===== src/rtl/uart_tx_arb.sv =====
`default_nettype none
// ============================================================================
// Module      : uart_tx_arb
// Description : Four-way round-robin arbiter in front of a single UART
//               transmitter. A requester raises req[i] with its byte on
//               req_data[8i+7:8i]; the arbiter picks a winner, latches the
//               byte, fires a one-cycle tx_start together with a one-cycle
//               req_ack[i], then waits for tx_done before arbitrating again.
//
// Ports       : sys_clk      i  system clock, rising edge
//               rst          i  synchronous active-high reset
//               req[3:0]     i  level requests, held until acked
//               req_data     i  packed request bytes, 8 bits per requester
//               req_ack[3:0] o  one-cycle ack to the granted requester
//               tx_start     o  one-cycle start pulse to the transmitter
//               tx_data[7:0] o  latched byte, held until the next grant
//               tx_done      i  one-cycle end-of-frame pulse from transmitter
//               grant_id[1:0]o  requester currently or last served
//               busy         o  high while a transfer is in flight
//               timeout_err  o  one-cycle pulse on watchdog expiry
//
// Options     : UART_ARB_TIMEOUT_EN - when defined, a watchdog aborts a
//               transfer that sees no tx_done within TIMEOUT_CYC WAIT cycles.
//               When undefined, WAIT is unbounded and timeout_err is 0.
//
// Revision    : 1.0 - initial release
// ============================================================================
module uart_tx_arb #(
    parameter int NREQ        = 4,
    parameter int TIMEOUT_CYC = 20000
) (
    input  logic        sys_clk,
    input  logic        rst,
    input  logic [3:0]  req,
    input  logic [31:0] req_data,
    output logic [3:0]  req_ack,
    output logic        tx_start,
    output logic [7:0]  tx_data,
    input  logic        tx_done,
    output logic [1:0]  grant_id,
    output logic        busy,
    output logic        timeout_err
);

    // Elaboration-time sanity checks on the configuration.
    if (NREQ != 4) begin : g_nreq_check
        $error("uart_tx_arb: NREQ must be 4");
    end
    if (TIMEOUT_CYC < 1) begin : g_timeout_check
        $error("uart_tx_arb: TIMEOUT_CYC must be at least 1");
    end

    typedef enum logic [1:0] {
        S_IDLE  = 2'd0,
        S_START = 2'd1,
        S_WAIT  = 2'd2
    } state_t;

    state_t      r_state;
    logic        r_tx_start;
    logic [3:0]  r_req_ack;
    logic [7:0]  r_tx_data;
    logic [1:0]  r_grant_id;
    logic [1:0]  r_last_grant;
    logic        r_busy;

    logic [1:0]  w_win;
    logic [7:0]  w_win_byte;

    // ------------------------------------------------------------------------
    // Round-robin pick. Candidates are visited from the farthest offset
    // (last_grant itself) down to the nearest (last_grant+1); the last match
    // assigned wins, so the nearest requesting index after last_grant is
    // selected. The 2-bit index arithmetic provides the mod-4 wrap.
    // ------------------------------------------------------------------------
    always_comb begin
        w_win = r_last_grant;
        for (int i = NREQ; i >= 1; i--) begin
            if (req[r_last_grant + 2'(i)]) begin
                w_win = r_last_grant + 2'(i);
            end
        end
    end

    assign w_win_byte = req_data[{w_win, 3'b000} +: 8];

`ifdef UART_ARB_TIMEOUT_EN
    localparam int                c_WD_W   = (TIMEOUT_CYC > 1) ? $clog2(TIMEOUT_CYC) : 1;
    localparam logic [c_WD_W-1:0] c_WD_MAX = c_WD_W'(TIMEOUT_CYC - 1);

    logic [c_WD_W-1:0] r_wdog;
    logic              r_timeout_err;
`endif

    // ------------------------------------------------------------------------
    // Main FSM. All outputs are registered; tx_start and req_ack are raised
    // on the grant edge so they are visible during the START cycle.
    // ------------------------------------------------------------------------
    always_ff @(posedge sys_clk) begin
        if (rst) begin
            r_state       <= S_IDLE;
            r_tx_start    <= 1'b0;
            r_req_ack     <= 4'b0000;
            r_tx_data     <= 8'h00;
            r_grant_id    <= 2'd0;
            r_last_grant  <= 2'd3;
            r_busy        <= 1'b0;
`ifdef UART_ARB_TIMEOUT_EN
            r_wdog        <= '0;
            r_timeout_err <= 1'b0;
`endif
        end else begin
            // Pulse outputs default low every cycle.
            r_tx_start    <= 1'b0;
            r_req_ack     <= 4'b0000;
`ifdef UART_ARB_TIMEOUT_EN
            r_timeout_err <= 1'b0;
`endif
            case (r_state)
                S_IDLE: begin
                    // tx_done here is meaningless and deliberately ignored.
                    if (|req) begin
                        r_tx_data    <= w_win_byte;
                        r_grant_id   <= w_win;
                        r_last_grant <= w_win;
                        r_tx_start   <= 1'b1;
                        r_req_ack    <= 4'b0001 << w_win;
                        r_busy       <= 1'b1;
                        r_state      <= S_START;
                    end
                end

                S_START: begin
                    // A tx_done arriving here belongs to no frame of ours.
                    r_state <= S_WAIT;
`ifdef UART_ARB_TIMEOUT_EN
                    r_wdog  <= '0;
`endif
                end

                S_WAIT: begin
                    if (tx_done) begin
                        // tx_done wins over a simultaneous watchdog expiry.
                        r_state <= S_IDLE;
                        r_busy  <= 1'b0;
                    end
`ifdef UART_ARB_TIMEOUT_EN
                    else if (r_wdog == c_WD_MAX) begin
                        r_state       <= S_IDLE;
                        r_busy        <= 1'b0;
                        r_timeout_err <= 1'b1;
                    end else begin
                        r_wdog <= r_wdog + 1'b1;
                    end
`endif
                end

                default: begin
                    r_state <= S_IDLE;
                    r_busy  <= 1'b0;
                end
            endcase
        end
    end

    assign req_ack  = r_req_ack;
    assign tx_start = r_tx_start;
    assign tx_data  = r_tx_data;
    assign grant_id = r_grant_id;
    assign busy     = r_busy;

`ifdef UART_ARB_TIMEOUT_EN
    assign timeout_err = r_timeout_err;
`else
    assign timeout_err = 1'b0;
`endif

endmodule
`default_nettype wire


===== config.mk =====
export PLATFORM = sky130hd
export DESIGN_NAME = uart_tx_arb
export DESIGN_NICKNAME = d
export VERILOG_FILES = /design/src/rtl/uart_tx_arb.sv
export SDC_FILE = /design/constraint.sdc
export NUM_CORES = 1
export LEC_CHECK = 0
export ABC_CLOCK_PERIOD_IN_PS = 1580
export CORE_MARGIN = 4
export CORE_UTILIZATION = 35
export CTS_CLUSTER_DIAMETER = 50
export DETAILED_ROUTE_END_ITERATION = 8
export GPL_TIMING_DRIVEN = 0
export HOLD_SLACK_MARGIN = 0.05
export PLACE_DENSITY_LB_ADDON = 0.2
export SYNTH_ARGS = -nofsm -noshare
export SYNTH_HDL_FRONTEND = slang
export SYNTH_SLANG_ARGS = --single-unit

===== constraint.sdc =====
create_clock -name sys_clk -period 1.58 [get_ports sys_clk]
set_clock_uncertainty 0.15 [all_clocks]
set_input_delay 0.316 -clock sys_clk [delete_from_list [all_inputs] [get_ports sys_clk]]
set_output_delay 0.316 -clock sys_clk [all_outputs]
set_load 0.01 [all_outputs]

Word-level counts from Yosys, hierarchy flattened. Cells that the tools add are included.

Output and inout port bits: 17. Bits in registers: 20. Word-level logic and storage cells: 45.

Bitwise logic cells: 3. Add/sub/neg operators: 3. Multiplexer cells: 16. Magnitude comparators: 3. Equality and inequality tests: 4. Reductions and logical operators: 7. Shift-type cells: 2.

Operator list (number): variable part select 32 x 6 -> 8 bit (1); 2-to-1 mux 2 bit (5); < comparator 2 x 3 -> 1 bit, second input constant (3); binary-select mux 1 bit (select 2 bit) (3); 2-to-1 mux 1 bit (6); case mux 2 bit (3 select lines) (1); adder 2 bit, second input constant (2); != test 2 bit, second input constant (2); AND reduction 2 bit (2); OR reduction 4 bit (1); left shift 1 x 2 -> 4 bit, first input constant (1); inverter 1 bit (3); case mux 1 bit (3 select lines) (1); AND reduction 3 bit (1); OR reduction 3 bit (1); adder 2 x 1 -> 2 bit, second input constant (1); equality test 2 x 1 -> 1 bit, second input constant (1); equality test 2 bit, second input constant (1); logical NOT 2 bit (1); OR reduction 2 bit (1).

Longest topological paths before layout.
Depth after elaboration: 7. Gate-level depth with buffers: 6. Mapped depth without buffers: 5.

Worst setup path after synthesis. No wires, ideal clock.

Path type: flip-flop to flip-flop. Start: register r_last_grant[1]. End: register r_tx_data[6], in the netlist tx_data[6]. Stages on the path, launching flop included: 7. Setup time: 0.124 ns. Arrival time: 1.395 ns. Setup slack: -0.089 ns. Clock period less this slack: 1.669 ns. Required time: 1.306 ns. Cells stage by stage: dfxtp_1 > nor2_1 > and2_1 > buf_6 > nor3_4 > mux2i_1 > o211ai_2.

Word-level cells in the longest chain between the ends: 7.

Ends and longest elaborated chain: start, declared (line 64) `logic [1:0] r_last_grant;`; start signal, assigned (line 125) `r_last_grant <= w_win;`; adder 2 bit (line 79, 80); binary-select mux 1 bit (select 2 bit) (line 79) `if (req[r_last_grant + 2'(i)]) begin`; 2-to-1 mux 1 bit (not written as such) (line 79); 2-to-1 mux 2 bit (2 in a row) (line 79); 2-to-1 mux 2 bit * (line 79); variable part select 32 x 6 -> 8 bit * (line 85) `assign w_win_byte = req_data[{w_win, 3'b000} +: 8];`; end signal, assigned (line 123) `r_tx_data <= w_win_byte;`; end, declared (line 62) `logic [7:0] r_tx_data;`.

Every way passes the cells marked *; elsewhere a longest branch is shown, timed or not. The select of a mux whose other input is x is not followed. A chain may end at the register's enable or synchronous reset.

Worst setup path after layout.
Start: input req[3]. End: register r_tx_data[2], in the netlist tx_data[2].

Word-level cells in the longest chain between the ends: 6.

Ends and longest elaborated chain: start, declared (line 34) `input logic [3:0] req,`; binary-select mux 1 bit (select 2 bit) (line 79); 2-to-1 mux 1 bit (not written as such) (line 79); 2-to-1 mux 2 bit (3 in a row) (line 79); variable part select 32 x 6 -> 8 bit (line 85).

Several ways; a longest one is shown, not always the timed one. The select of a mux whose other input is x is not followed.

==> results.cfg <==
[run_status]
status = finished, violations left
violations = negative setup slack

[finish]
fin_nets = 223
final_common_cell = clkdlybuf4s50_1
area_delta_synth_final_pct = 77.3
mostFrequentLayoutCells = 34 x clkdlybuf4s50_1, 18 x dfxtp_1, 18 x dlygate4sd2_1
diodes = 0
layout-drive-gt1-share_pct = 29.5

[die]
core_um2 = 2830
die_y_um = 63.3
ioPinCount = 56
die_area_um2 = 4000
num_rows = 19
fp.dieW_um = 63.3
start_util_pct = 37.8

[routing]
drtAntennaViolNets = 0
routed_wl_um = 3290
dr.pass1.iters = 4
wire_per_inst_um = 15.4
drt_iter0_drc = 46
vias = 1147
via_per_inst = 5.36
drc = 0

[timing]
timing.final.crit_share_pct = 100
finalWorstSetupSlack_ns = -0.000839
max_clock_freq_mhz = 633
timing.final.hold_violations = 0
finalCriticalPeriod_ns = 1.58
setup_viol = 1
grt_setup_unrepaired = yes
drv_slew = 0

[hold_path]
min_path_type = reg -> reg

[worst_setup_path]
crit_type = in -> reg
path_cells = dlygate4sd2_1, nand2_2, a31oi_4, nand2_2, mux2i_1, o221ai_1
crit_buf_inv = 1
crit_slowest_cell = dlygate4sd2_1
cp_max_fo = 6
slowest_delay_ns = 0.35
cp-start-kind = input pin
endpoint_kind = flip-flop
cp_top_family = compound AO/OA/AOI/OAI gates
cp.required_ns = 1.62
cpMostUsedCell = nand2_2
arrival_ns = 1.62

[place]
gp_congestion = 0.769
dpl.hpwl_um = 2500
port_buffers = 54
post-place-ws_ns = -0.702

[power]
peakVddDrop_mv = 0.679
total_power_w = 0.00177
switching_share_pct = 31.3
p_int_w = 0.00121
p_leak_nw = 0.837
combPwrFrac_pct = 40.4
p_per_area_nw_per_um2 = 933
p_clk_share_pct = 23.7
p_seq_share_pct = 35.9
power.switching_w = 0.000554

[synth]
synth_cell_type_count = 33
ys_seq_area_share_pct = 37.5
avgSynthCellArea_um2 = 9.29
synth_area_leaders = dfxtp_1 37%, mux2i_1 12%, nand3b_1 5.6%, o211ai_2 4.7%, nor2_1 3.9%
syn-instance-count = 115
synth_top_area_share_pct = 37.5
synth_nets = 154
syn_area_um2 = 1070
ys_ff_latch = 20
ys_warn_count = 0
synth_area_leader_cell = dfxtp_1

[clock_network]
cts-root-buf = clkbuf_4
cts_hold_buf = 0
htree_levels = 1
cts_sinks = 20
insertion_delay_ns = 0.30
clk_path_buf_depth = 2
clkTransAtPathRegs_ns = 0.11
tritoncts = done
cts_buffers = 3

[global_route]
track_usage_pct = 16.0
grt-ovfl-total = 0
grt_pass1_wl_um = 5140
grt_pass1_vias = 1152
grt_max_degree = 13
grt_antenna_before_repair = 0

[job]
cap_viol_max_count = 0
## routing by layer
| layer | wire length [µm] | vias to the layer above | track usage (%) |
|---|---|---|---|
| li1 | - | 569 | - |
| met1 | 1350 | 537 | 18.0 |
| met2 | 1720 | 37 | 29.8 |
| met3 | 178 | 4 | 4.80 |
| met4 | 36 | 0 | 2.70 |
| met5 | 0 | - | 0 |
## cell type report
| cell class | count | area (µm²) |
|---|---|---|
| Fill cell | 240 | 935 |
| Multi-Input combinational cell | 91 | 772 |
| Clock inverter | 1 | 30.0 |
| Timing Repair Buffer | 64 | 596 |
| Sequential cell | 20 | 408 |
| Buffer | 3 | 23.8 |
| Clock buffer | 3 | 22.5 |
| Inverter | 1 | 3.75 |
| Tap cell | 31 | 38.8 |
## sequential cells by signal, indices dropped and copies added, names as in the netlist
name / cells
tx_data: 8
req_ack: 4
grant_id: 2
r_last_grant: 2
r_state: 2
busy: 1
tx_start: 1
## Yosys cell counts
library cell and count:
nand3_1 1, nand3_2 1, o221ai_1 4, a31oi_2 1, o21ai_0 1, nor3_1 2
inv_1 1, nand4_1 5, a21oi_1 7, dfxtp_1 20, conb_1 1, a211oi_1 1
and2_1 1, nor2_1 11, or4_1 1, buf_6 1, buf_2 1, o211ai_2 4
a21o_1 2, clkbuf_1 1, nand2b_1 2, o21a_1 1, o31ai_1 4, nor2b_1 1
buf_4 1, nand2_2 2, nand2_1 9, nor3_4 1, nand3b_1 8, mux2i_1 13
o21bai_1 1, a21bo_2 4, o21ai_1 1
## power groups by stage
stage | registers (W) | logic [W] | clock network, W
final | 0.000635 | 0.000714 | 0.000419
after global routing | 0.000646 | 0.000769 | 0.000445
after CTS | 0.000635 | 0.000669 | 0.000423
after detailed placement | 0.000642 | 0.000616 | 0
after global placement | 0.000638 | 0.000605 | 0
after floorplan | 0.000665 | 0.000299 | 0
## per-stage QoR
stage                      TNS (ns)  hold slack [ns]  area (µm²)  instances  utilization, %
after floorplan                   0            0.304        1080        115               -
after global placement       -10.55            0.293        1660        200            58.6
after detailed placement     -11.33            0.299        1660        200            58.6
after CTS                         0            0.314        1830        209            64.6
after global routing         -0.566            0.345        1890        214            67.0
final                     -0.000839            0.315        1890        214            67.0
## worst paths after layout
check / end / slack [ns] / cells past startpoint / start
worst min-delay path: busy$_SDFFE_PP0P_ / 0.31 / 2 / busy$_SDFFE_PP0P_
worst max register to register: tx_data[2]$_SDFFE_PP0P_ / 0.01 / 5 / r_last_grant[1]$_SDFFE_PP1P_
worst min register to register: busy$_SDFFE_PP0P_ / 0.31 / 2 / busy$_SDFFE_PP0P_
worst max-delay path: tx_data[2]$_SDFFE_PP0P_ / -0.0008 / 6 / req[3]
## cells by family (layout without fill, tap and decap cells)
kind of cell	Yosys count	after routing	synth area share, %
DFF	20	20	37.5
AOI/OAI and AO/OA	31	31	23.4
buffers and inverters	5	72	2.93
and+or+nand+nor	45	46	23.7
muxes	13	13	12.2
other	1	1	0.351
## tightest hold or removal path, cell delays in order, from the launching register on
cell,delay [ns]
dfxtp_1,0.33
nand2_1,0.05
a21oi_1,0.05
## timing repair
action / in CTS / in global routing
resized for setup: 51 / 9
gates cloned: 0 / 1
pin swaps: 7 / 5
setup endpoints to repair: 35 / 8
buffers inserted: 6 / 4
No activity file was read; power rests on OpenSTA's default activity.
